## src/rtl/cpu_pkg.sv

```systemverilog
// Shared processor definitions: instruction width, canonical bubble word, opcode field, reset vector.
// Constants only; no logic or flow control.
package cpu_pkg;

    localparam int          INSN_W           = 32;
    localparam int          ADDR_W           = 32;
    localparam logic [31:0] NOP_INSN         = 32'h0000_0000;
    localparam int          OPCODE_MSB       = 31;
    localparam int          OPCODE_LSB       = 27;
    localparam logic [31:0] RESET_PC_DEFAULT = 32'd0;

    typedef logic [OPCODE_MSB-OPCODE_LSB:0] opcode_t;

    function automatic opcode_t insnOpcode(input logic [INSN_W-1:0] insn);
        return insn[OPCODE_MSB:OPCODE_LSB];
    endfunction

endpackage

```

## src/rtl/fd_latch.sv

```systemverilog
// F/D pipeline register: instruction, its PC, PC+1 and a valid bit.
// Latency 1 cycle; hold freezes all fields, flush (priority over hold) injects a bubble but keeps the PCs.
module fd_latch
    import cpu_pkg::*;
(
    input  logic              clock,
    input  logic              reset,
    input  logic              hold,
    input  logic              flush,
    input  logic [INSN_W-1:0] nextInsn,
    input  logic [ADDR_W-1:0] nextPc,
    input  logic [ADDR_W-1:0] nextPcPlus1,
    output logic [INSN_W-1:0] insn,
    output logic [ADDR_W-1:0] pc,
    output logic [ADDR_W-1:0] pcPlus1,
    output logic              valid
);

    always_ff @(posedge clock) begin
        if (reset) begin
            insn    <= NOP_INSN;
            pc      <= '0;
            pcPlus1 <= '0;
            valid   <= 1'b0;
        end else if (flush) begin
            // Bubble decodes as add $0; PCs are left alone since a bubble never uses them.
            insn  <= NOP_INSN;
            valid <= 1'b0;
        end else if (!hold) begin
            insn    <= nextInsn;
            pc      <= nextPc;
            pcPlus1 <= nextPcPlus1;
            valid   <= 1'b1;
        end
    end

endmodule

```

## src/rtl/fetch_stage.sv

```systemverilog
// Instruction fetch: PC register, imem address, F/D latch; perf counters when FETCH_PERF_EN is defined.
// Latency 1 cycle fetch-to-decode; address_imem is combinational from the PC register only.
// Priority reset > redirect > stall > advance; stall freezes PC and F/D, redirect flushes F/D.
module fetch_stage
    import cpu_pkg::*;
#(
    parameter logic [31:0] RESET_PC = RESET_PC_DEFAULT
) (
    input  logic              clock,
    input  logic              reset,
    output logic [ADDR_W-1:0] address_imem,
    input  logic [INSN_W-1:0] q_imem,
    input  logic              stall,
    input  logic              redirect,
    input  logic [ADDR_W-1:0] redirect_pc,
    output logic [INSN_W-1:0] fd_insn,
    output logic [ADDR_W-1:0] fd_pc,
    output logic [ADDR_W-1:0] fd_pc_plus1,
    output logic              fd_valid,
    output logic [31:0]       perf_fetched,
    output logic [31:0]       perf_stalls,
    output logic [31:0]       perf_flushes
);

    logic [ADDR_W-1:0] pc;
    logic [ADDR_W-1:0] pcPlus1;
    logic              advance;

    assign pcPlus1      = pc + 32'd1;   // wraps 32'hFFFFFFFF -> 0 by truncation
    assign advance      = !redirect && !stall;
    assign address_imem = pc;

    always_ff @(posedge clock) begin
        if (reset) begin
            pc <= RESET_PC;
        end else if (redirect) begin
            pc <= redirect_pc;
        end else if (!stall) begin
            pc <= pcPlus1;
        end
    end

    fd_latch u_fdLatch (
        .clock       (clock),
        .reset       (reset),
        .hold        (stall),
        .flush       (redirect),
        .nextInsn    (q_imem),
        .nextPc      (pc),
        .nextPcPlus1 (pcPlus1),
        .insn        (fd_insn),
        .pc          (fd_pc),
        .pcPlus1     (fd_pc_plus1),
        .valid       (fd_valid)
    );

`ifdef FETCH_PERF_EN
    logic [31:0] fetchedCnt;
    logic [31:0] stallCnt;
    logic [31:0] flushCnt;

    always_ff @(posedge clock) begin
        if (reset) begin
            fetchedCnt <= '0;
            stallCnt   <= '0;
            flushCnt   <= '0;
        end else begin
            if (advance)            fetchedCnt <= fetchedCnt + 32'd1;
            if (stall && !redirect) stallCnt   <= stallCnt + 32'd1;
            if (redirect)           flushCnt   <= flushCnt + 32'd1;
        end
    end

    assign perf_fetched = fetchedCnt;
    assign perf_stalls  = stallCnt;
    assign perf_flushes = flushCnt;
`else
    logic unusedAdvance;
    assign unusedAdvance = advance;
    assign perf_fetched  = '0;
    assign perf_stalls   = '0;
    assign perf_flushes  = '0;
`endif

endmodule

```

## config.mk

```make
export PLATFORM = sky130hd
export DESIGN_NAME = fetch_stage
export DESIGN_NICKNAME = d
export VERILOG_FILES = /design/src/rtl/cpu_pkg.sv /design/src/rtl/fd_latch.sv /design/src/rtl/fetch_stage.sv
export SDC_FILE = /design/constraint.sdc
export NUM_CORES = 1
export LEC_CHECK = 0
export ABC_CLOCK_PERIOD_IN_PS = 1900
export BUFFER_PORTS_ARGS = -buffer_cell sky130_fd_sc_hd__buf_2
export CAP_MARGIN = 40
export CELL_PAD_IN_SITES_DETAIL_PLACEMENT = 0
export CELL_PAD_IN_SITES_GLOBAL_PLACEMENT = 1
export CORE_AREA = 8 8 194 122
export CTS_BUF_LIST = sky130_fd_sc_hd__clkbuf_4 sky130_fd_sc_hd__clkbuf_8
export DETAILED_ROUTE_END_ITERATION = 10
export DIE_AREA = 0 0 202 130
export GPL_ROUTABILITY_DRIVEN = 0
export PLACE_DENSITY = 0.81
export SLEW_MARGIN = 40
export SYNTH_ARGS = -nofsm -noshare
export SYNTH_HDL_FRONTEND = slang
export SYNTH_SLANG_ARGS = --single-unit
```

## constraint.sdc

```tcl
create_clock -name clock -period 1.9 [get_ports clock]
set_clock_uncertainty 0.15 [all_clocks]
set_input_delay 0.285 -clock clock [delete_from_list [all_inputs] [get_ports clock]]
set_output_delay 0.285 -clock clock [all_outputs]
set_load 0.01 [all_outputs]
```

# Yosys cells after proc, flatten, opt, wreduce, memory -nomap -nowiden

Cells that the tools add are included.

Register bits: 129
Bits in latches: 0
Bits in writable memories: 0
ROM bits: 0
Input port bits: 68
Output and inout bits: 225
Memories kept: 0

Add/sub/neg operators: 1
Multiply operators: 0
Divide/modulo/power cells: 0
Magnitude comparators: 0
Equality and inequality tests: 1
Shifts and indexed selects: 0
Muxes and demuxes: 2
Bitwise operators: 2
Reduce and logical (&&, ||, !) cells: 2

Operators by type and width:

| operator                                                        | count |
|---|---|
| 32-bit two-way mux                                              | 2 |
| 32-bit by 1-bit adder with 32-bit output, second input constant | 1 |
| 2-bit by 1-bit != test with 1-bit output, second input constant | 1 |
| 1-bit inverter                                                  | 2 |
| 2-bit AND reduction                                             | 1 |
| 2-bit OR reduction                                              | 1 |

# Longest topological paths before layout

Gate-level depths: netlist (run 1).

Depth in word-level cells: 3
Gate-level depth with buffers: 7

# By module

From an unflattened synthesis (run 1), not the netlist that was laid out.

Cells, all modules: 820
Area, all modules: 7000.5 um^2

By module, submodules not included:

| module      | instances | cells each | area each (um^2) | sequential area each (um^2) |
|---|---|---|---|---|
| fd_latch    | 1         | 398        | 3829.9           | 1941.9 |
| fetch_stage | 1         | 422        | 3170.5           | 640.6 |

# Worst setup path after synthesis (run 1)

Ideal clock, no wire load.

Path type: register to register
Start point: register pc[8], in the netlist address_imem[8]
End point: register u_fdLatch.pcPlus1[13]
Setup time: 0.091 ns
Data arrival time: 1.943 ns
Required time: 1.659 ns
Setup slack: -0.284 ns
Cell stages (with the launch flop): 7
Clock period less this slack: 2.184 ns
Cells stage by stage: dfxtp_1 -> buf_2 -> nand4_2 -> or4b_1 -> buf_2 -> or3_1 -> a311oi_1

Cells in the longest elaborated chain, start to end: 1

Ends and longest elaborated chain:

| element                                  | RTL line          | source |
|---|---|---|
| from (decl)                              | fetch_stage.sv:25 | `logic [ADDR_W-1:0] pc;` |
| from (signal assigned)                   | fetch_stage.sv:37 | `pc <= redirect_pc;` |
| from (signal assigned)                   | fetch_stage.sv:39 | `pc <= pcPlus1;` |
| 32-bit by 1-bit adder with 32-bit output | fetch_stage.sv:29 | `assign pcPlus1 = pc + 32'd1;` |
| to (signal assigned)                     | fd_latch.sv:32    | `pcPlus1 <= nextPcPlus1;` |
| to (decl)                                | fd_latch.sv:15    | `output logic [ADDR_W-1:0] pcPlus1,` |

No other way between the ends.
A chain may end at the register's enable or synchronous reset.

# Worst setup path after layout (run 1)

Start point: register pc[0], in the netlist address_imem[0]
End point: register pc[20], in the netlist address_imem[20]

Cells in the longest elaborated chain, start to end: 3

Ends and longest elaborated chain:

| element                                  | RTL line          | source |
|---|---|---|
| 32-bit by 1-bit adder with 32-bit output | fetch_stage.sv:29 |  |
| 32-bit two-way mux                       | fetch_stage.sv:38 | `end else if (!stall) begin` |
| 32-bit two-way mux                       | fetch_stage.sv:36 | `end else if (redirect) begin` |

No other way between the ends. The select of a mux whose other input is x is not followed.

==> results.txt, run 1 <==
Outcome: finished with violations
Failing checks: negative setup slack
1st-iter DRT viols: 286
I/O Buffers: 196
HPWL after DPL: 15950 um
Placed cells: 1246
Final hold viol count: 0
Max-Slew Margin vs Limit: 55.48%
Pleak: 4.225 nW
Synth Area in Compound Gates: 10.18%
Total wire length: 21720 um
Final min period: 2.032 ns
Area delta synth->final: 44.53%
First-pass GRT wire length: 33230 um
Most frequent cells in the layout: 194 x buf_2, 114 x dfxtp_1, 103 x nor2_1
Num CTS Buffers: 17
Layout cells sized above 1: 34.20%
Post-synthesis register bit count: 129
Routed WL per cell: 16.05 um
Crit path kind: flop to flop
Nets@finish: 1129
Die Span Y: 130 um
Initial core utilization: 30.78%
Worst flop-to-flop path startpoint: address_imem[0]
Main combinational cell family by area after synthesis: simple AND/OR/NAND/NOR gates
CTS tree: done
Clock-pin slew on the worst setup and hold paths: 0.08 ns
Worst-margin pin slew: 0.6678 ns
Worst path required time: 2.12 ns
XOR/XNOR share of the synthesized area: 7.570%
Max Buffers Root-to-Sink: 2
Max VDD drop: 0.3816 mV
Total grt overflow: 0
Setup slack after layout: -0.1316 ns
Most common cell after layout, fill and taps aside: buf_2
Number of global-route vias before repair: 5919
Yosys warns: 0
Dpl ws: -0.1575 ns
Sequential area share after synthesis: 40.58%
Cell area after synthesis: 0.006364 mm^2
Die X: 202 um
CTS H-Tree Depth: 4
Final hold slack: 0.03299 ns
Pin count of the biggest net entering global routing: 62
I/O Pins: 293
HP Class: primary input to flop
WHS Endpoint: address_imem[16]
Unrepaired setup endpoints after global routing: yes
Fin crit share: 106.9%
Clock root buffer: clkbuf_8
Mapped Avg Cell Area: 8.362 um^2
Maximum clock rate: 492.2 MHz
Row count: 41
Post-route cell area: 0.009198 mm^2
CTS Sinks: 129
Core ar.: 0.02067 mm^2
Area of placed instances: 0.007789 mm^2
Register-to-register setup slack: -0.13 ns
Critical path endpoint category: flop
Unique masters post-synth: 43
Synth Instances: 761
DRC Markers: 0
Setup-failing EPs final: 17
Total of max-cap violations: 0
Top FF cell, synth: dfxtp_1
Hold_sp: redirect
Global Route Usage Sum: 15.95%
Mux contribution to synthesized area: 5.505%
Number of flops mapped to enable cells by yosys: 0
Post-synthesis adder-cell area fraction: 0.1966%
Critical R2R Capture: address_imem[20]
Routed Antenna Nets: 0
DRT Pass-1 Iters: 4
Skew-Pair Late Insertion Delay: 0.46 ns
Layout Cells excl Fill: 1353
DIE AREA: 0.02626 mm^2
Max Fanout on Critical Path: 8
Slew Viols, Final: 0
Crit path DAT: 2.25 ns
Vias per cell: 4.385
Initial antenna violation count: 1
Crit start category: flop
Power density over cell area: 724.9 mW/mm^2
Hold depth: 2
Fraction of the mapped netlist area in simple logic gates: 20.43%
Overall via count from detail_route: 5933
R2R depth: 7
Asr flop ratio synth: 0%
-- worst max-delay path, cell delays in order (launching register included) --
cell and delay, ns:
dfxtp_4 0.38, ha_4 0.15, nand3_4 0.07, or4_4 0.54, buf_12 0.17, nor4_4 0.21, xnor2_1 0.09, a211oi_1 0.18
-- per-stage QoR --
stage          TNS, ns  util, %  power [mW]
6_report       -0.7314    44.49       6.667
5_1_grt         -3.035    44.49       7.021
4_1_cts        -0.3878    43.79       6.763
3_5_place_dp    -1.440    37.67       3.960
3_3_place_gp   -0.8635    37.67       3.951
2_1_floorplan  -0.8282        -       3.694
-- report_power, final --
group / total [mW] / internal [mW] / switching (mW) / leakage, nW
registers: 2.92 / 2.83 / 0.0913 / 1.06
logic: 1.11 / 0.485 / 0.629 / 2.94
clock network: 2.63 / 1.46 / 1.17 / 0.221
total: 6.67 / 4.78 / 1.89 / 4.23
-- cells by family (layout without fill, tap and decap cells) --
| kind of cell | after synthesis | count (layout) |
|---|---|---|
| simple gates | 278 | 278 |
| fa+ha+maj | 1 | 1 |
| flops | 129 | 129 |
| buf+inv | 161 | 378 |
| other cells | 1 | 97 |
| xor+xnor | 55 | 55 |
| mux | 35 | 35 |
| compound gates | 101 | 101 |
-- timing repair --
action / 4_1_cts / 5_1_grt
endpoints found under the setup margin: 25 / 41
endpoints found under the hold margin: 67 / 0
pin swaps: 20 / 15
resized for setup: 27 / 24
gates cloned: 0 / 1
hold buffers: 65 / 0
setup buffers: 5 / 4
-- metal layers --
layer  vias to the layer above  part of all wire (%)  track usage, %
met2                       172                    46           25.08
met3                        20                   7.1           5.371
met4                         0                   1.2           4.322
met5                         -                     0               0
li1                       2959                     -               -
met1                      2782                    46           20.74
-- synthesized netlist by cell type (6+ instances only) --
cell / count / area [um^2]
xnor2_1: 25 / 219.0
clkbuf_1: 43 / 161.4
nand2_1: 92 / 345.3
dfxtp_1: 129 / 2582
buf_2: 9 / 45.04
nand3_1: 17 / 85.08
nor3_1: 12 / 60.06
nand4_1: 8 / 50.05
nor2_1: 107 / 401.6
or3_1: 7 / 43.79
a21oi_1: 46 / 230.2
and3_1: 8 / 50.05
a211oi_1: 44 / 330.3
buf_1: 7 / 26.28
xor2_1: 30 / 262.8
mux2i_1: 35 / 350.3
buf_4: 96 / 720.7
nor4_1: 6 / 37.54
-- state kept, by name, summed over array words and instances (netlist names) --
| signal | cells |
|---|---|
| u_fdLatch.valid | 1 |
| address_imem | 32 |
| u_fdLatch.pcPlus1 | 32 |
| u_fdLatch.insn | 32 |
| u_fdLatch.pc | 32 |
-- area by class of cell --
type                    instances  area [um^2]
repair buffers                342         2346
fillers                      2082        11480
clock buffers                  19        249.0
diodes                          1        2.502
inverters                       4        15.01
well taps                     279        349.1
clock inverters                13        186.4
multi-input cells             566         3428
flip-flops and latches        129         2621
-- worst max path at each step --
stage	start	slack, ns	to	cells past startpoint
floorplan	address_imem[7]	-0.09	u_fdLatch.pcPlus1[13]	6
global placement	address_imem[1]	-0.11	u_fdLatch.pcPlus1[20]	7
detailed placement	address_imem[1]	-0.16	u_fdLatch.pcPlus1[20]	7
CTS	address_imem[0]	-0.06	address_imem[16]	7
global route	address_imem[0]	-0.21	address_imem[22]	7
finish	address_imem[0]	-0.13	address_imem[20]	7
Note: power is estimated with default switching activity, not from simulation.
==> run 2: changes to the inputs <==
--- a/config.mk
+++ b/config.mk
@@ -16,6 +16,7 @@
 export DIE_AREA = 0 0 202 130
 export GPL_ROUTABILITY_DRIVEN = 0
 export PLACE_DENSITY = 0.81
+export RECOVER_POWER = 50
 export SLEW_MARGIN = 40
 export SYNTH_ARGS = -nofsm -noshare
 export SYNTH_HDL_FRONTEND = slang
==> run 2 against run 1 <==
Effect of this change: the flow still finishes with violations (negative setup slack); first-iteration DRC count decreased by 14%; register-to-register slack hardly changed; sequential share of layout area grew 0.33 points; flip-flop and latch count stayed put; critical path depth stayed put; highest routed layer unchanged.
==> results.txt, run 2 (synthesis results as in run 1) <==
Uppermost routed layer: met4
Worst path required time: 2.12 ns
HP Class: primary input to flop
Failing checks: negative setup slack
HPWL after DPL: 15950 um
Crit path DAT: 2.25 ns
Core ar.: 0.02067 mm^2
DRT Pass-1 Iters: 4
Max Fanout on Critical Path: 8
I/O Buffers: 196
First-pass GRT wire length: 33230 um
Met3 WL: 1568 um
Pleak: 3.916 nW
Layout cells sized above 1: 27.40%
Overall via count from detail_route: 5869
Final min period: 2.031 ns
CTS Sinks: 129
Unrepaired setup endpoints after global routing: yes
I/O Pins: 293
Clock-pin slew on the worst setup and hold paths: 0.08 ns
DIE AREA: 0.02626 mm^2
Worst Setup SP: address_imem[0]
Met2 wire len: 9849 um
Hold_sp: redirect
Post-route cell area: 0.009091 mm^2
Max VDD drop: 0.3815 mV
Row count: 41
Pin count of the biggest net entering global routing: 62
Number of global-route vias before repair: 5919
Worst flop-to-flop path startpoint: address_imem[0]
Total grt overflow: 0
Routed Antenna Nets: 0
Die X: 202 um
Total wire length: 21680 um
Area delta synth->final: 42.86%
Critical path endpoint category: flop
Area of placed instances: 0.007789 mm^2
Final hold viol count: 0
Vias per cell: 4.338
Slew Viols, Final: 0
Max-Slew Margin vs Limit: 54.53%
Initial core utilization: 30.78%
Worst-margin pin slew: 0.6821 ns
Nets@finish: 1129
Metal1 wirelength: 9993 um
Setup TNS: -0.6329 ns
Power density over cell area: 731.2 mW/mm^2
Crit start category: flop
Overall power: 6.647 mW
Routed WL per cell: 16.02 um
DRC Markers: 0
Total of max-cap violations: 0
Max Buffers Root-to-Sink: 2
Outcome: finished with violations
Setup-failing EPs final: 15
Clock root buffer: clkbuf_8
1st-iter DRT viols: 247
Global Route Usage Sum: 15.95%
Setup slack after layout: -0.1308 ns
Final hold slack: 0.03460 ns
Num CTS Buffers: 17
Most common cell after layout, fill and taps aside: buf_2
Die Span Y: 130 um
Most frequent cells in the layout: 121 x buf_2, 114 x dfxtp_1, 103 x nor2_1
Initial antenna violation count: 1
CTS H-Tree Depth: 4
Skew-Pair Late Insertion Delay: 0.46 ns
Crit path kind: flop to flop
Maximum clock rate: 492.4 MHz
Fin crit share: 106.9%
CTS tree: done
==> run 2: final cells by class <==
class,instances,area (um^2)
Clock inverter,13,186.4
Clock buffer,19,249.0
Inverter,4,15.01
Timing Repair Buffer,342,2240
Tap cell,279,349.1
Multi-Input combinational cell,566,3428
Antenna cell,1,2.502
Fill cell,2105,11580
Sequential cell,129,2621
==> run 2: per-stage QoR <==
step | util (%) | std cells | setup WS (ns)
after global routing | 43.98 | 1353 | -0.2095
after detailed placement | 37.67 | 1246 | -0.1575
after CTS | 43.79 | 1348 | -0.05508
after floorplan | - | 856 | -0.09190
final | 43.98 | 1353 | -0.1308
after global placement | 37.67 | 1246 | -0.1117
==> run 2: power breakdown <==
part / internal (mW) / total, mW / switching, mW
Clock: 1.46 / 2.63 / 1.17
Sequential: 2.83 / 2.93 / 0.0930
Combinational: 0.466 / 1.09 / 0.628
==> run 2: worst max-delay path: stages (launching register included) <==
cell,delay [ns]
dfxtp_4,0.38
ha_4,0.15
nand3_4,0.07
or4_4,0.54
buf_12,0.17
nor4_4,0.22
xnor2_1,0.09
a211oi_1,0.18
==> run 2: timing repair <==
item | CTS | global route
gates resized for setup | 27 | 24
hold buffers | 65 | 0
setup endpoints to repair | 25 | 41
gates cloned | 0 | 1
pin swaps | 20 | 15
buffers inserted | 5 | 4
endpoints found under the hold margin | 67 | 0
==> run 2: worst paths after layout <==
check                           to  slack (ns)  depth (start not counted)
setup / recovery  address_imem[20]       -0.13                          7
hold / removal    address_imem[16]        0.03                          2
setup reg to reg  address_imem[20]       -0.13                          7
hold reg to reg   u_fdLatch.pc[31]        0.30                          2
==> run 2: routing by layer <==
layer | up-vias | GRT usage [%]
met5 | - | 0
met2 | 168 | 25.08
met3 | 20 | 5.371
met1 | 2723 | 20.74
li1 | 2958 | -
met4 | 0 | 4.322
==> run 3: changes to the inputs <==
--- a/config.mk
+++ b/config.mk
@@ -10,13 +10,14 @@
 export CAP_MARGIN = 40
 export CELL_PAD_IN_SITES_DETAIL_PLACEMENT = 0
 export CELL_PAD_IN_SITES_GLOBAL_PLACEMENT = 1
-export CORE_AREA = 8 8 194 122
+export CORE_AREA = 8 8 215 135
 export CTS_BUF_LIST = sky130_fd_sc_hd__clkbuf_4 sky130_fd_sc_hd__clkbuf_8
 export DETAILED_ROUTE_END_ITERATION = 10
-export DIE_AREA = 0 0 202 130
+export DIE_AREA = 0 0 223 143
 export GPL_ROUTABILITY_DRIVEN = 0
-export PLACE_DENSITY = 0.81
+export PLACE_DENSITY = 0.68
 export RECOVER_POWER = 50
+export SKIP_CTS_REPAIR_TIMING = 1
 export SLEW_MARGIN = 40
 export SYNTH_ARGS = -nofsm -noshare
 export SYNTH_HDL_FRONTEND = slang
==> run 3 against run 2 <==
Effect of this change: largest power group is now clock; worst hold slack improved by 0.12 ns; largest cell class unchanged; highest routed layer unchanged; the run still ends with negative setup slack left; sequential power about the same; combinational power barely moved; critical endpoint is now address_imem[24].
==> results.txt, run 3 (synthesis results as in run 1) <==
Outcome: finished with violations
Failing checks: negative setup slack
Slew Viols, Final: 0
Layout Cells excl Fill: 1406
Critical path endpoint category: flop
Initial core utilization: 24.62%
Crit path kind: flop to flop
Number of global-route vias before repair: 5441
Unrepaired setup endpoints after global routing: yes
CTS Sinks: 129
Final min period: 1.982 ns
Fin crit share: 104.3%
Total wire length: 22620 um
Initial antenna violation count: 0
Die Span Y: 143 um
First-pass GRT wire length: 33180 um
DIE AREA: 0.03189 mm^2
Total grt overflow: 0
Core ar.: 0.02584 mm^2
Max Fanout on Critical Path: 8
Routed WL per cell: 16.09 um
HP Class: primary input to flop
Crit start category: flop
Overall via count from detail_route: 5875
HPWL after DPL: 16870 um
Max Buffers Root-to-Sink: 2
Setup-failing EPs final: 15
Power density over cell area: 759.9 mW/mm^2
1st-iter DRT viols: 327
I/O Buffers: 196
Num CTS Buffers: 17
# fillers: 2759
Dpl ws: -0.1864 ns
Total of max-cap violations: 0
Final hold slack: 0.1516 ns
Placed cells: 1299
Worst Setup SP: address_imem[1]
Clock root buffer: clkbuf_8
Global Route Usage Sum: 13.58%
Vias per cell: 4.179
Most common cell after layout, fill and taps aside: buf_2
Layout cells sized above 1: 34.61%
Overall power: 7.034 mW
Hold_sp: redirect
Routed Antenna Nets: 0
Nets@finish: 1125
Maximum clock rate: 504.6 MHz
CTS tree: done
DRT Pass-1 Iters: 4
Worst flop-to-flop path startpoint: address_imem[1]
Worst path required time: 2.14 ns
Crit path DAT: 2.23 ns
Pin count of the biggest net entering global routing: 53
Clock-pin slew on the worst setup and hold paths: 0.08 ns
CTS H-Tree Depth: 4
DRC Markers: 0
Most frequent cells in the layout: 193 x buf_2, 109 x dfxtp_1, 104 x nor2_1
Die X: 223 um
Setup slack after layout: -0.08168 ns
Area delta synth->final: 45.46%
Worst-margin pin slew: 1.242 ns
Layout Utilization: 35.82%
Max VDD drop: 0.3714 mV
Pleak: 4.194 nW
Skew-Pair Late Insertion Delay: 0.47 ns
Row count: 46
I/O Pins: 293
Max-Slew Margin vs Limit: 17.19%
Final hold viol count: 0
## run 3: changes by cell type in the layout (fill, tap and decap cells not counted), moves of 5 or more
cell / before / now
buf_2: 121 / 193
a211oi_1: 42 / 37
dfxtp_1: 114 / 109
clkbuf_1: 73 / 1
a211oi_2: 3 / 8
## run 3: layout make-up
type / instances / area (um^2) / area share, %
Antenna cell: 1 / 2.502 / 0.02703
Clock buffer: 22 / 290.3 / 3.136
Clock inverter: 10 / 203.9 / 2.203
Inverter: 4 / 15.01 / 0.1622
Multi-Input combinational cell: 566 / 3398 / 36.71
Sequential cell: 129 / 2633 / 28.44
Tap cell: 336 / 420.4 / 4.542
Timing Repair Buffer: 338 / 2293 / 24.78
## run 3: metrics by stage
step | setup TNS [ns] | cell area [um^2]
floorplan | -0.8282 | 6877
global placement | -1.078 | 7818
detailed placement | -1.978 | 7818
CTS | -2.615 | 8312
global route | -2.574 | 9254
finish | -0.7441 | 9256
## run 3: path summary, 6_finish.rpt
kind	endpoint	slack, ns	cells after the start
max	address_imem[24]	-0.08	7
max reg2reg	address_imem[24]	-0.08	7
min reg2reg	u_fdLatch.valid	0.30	2
min	address_imem[16]	0.15	2
## run 3: metal layers
layer / track usage (%) / share of wire, %
met3: 5.838 / 6.8
met5: 0 / 0
met4: 3.729 / 0.95
met1: 17.07 / 45
met2: 21.05 / 47
## run 3: power by group
group | switching, mW | internal (mW) | total, mW
registers | 0.0911 | 2.83 | 2.92
logic | 0.633 | 0.478 | 1.11
clock network | 1.17 | 1.82 | 3.00
total | 1.90 | 5.14 | 7.03
## run 3: worst max-delay path, cell delays in order (launching register included)
cell      delay, ns
dfxtp_4        0.38
ha_4           0.15
nand3_4        0.07
or4_4          0.51
buf_12         0.17
nor4_2         0.16
xnor2_1        0.09
a211oi_1       0.21
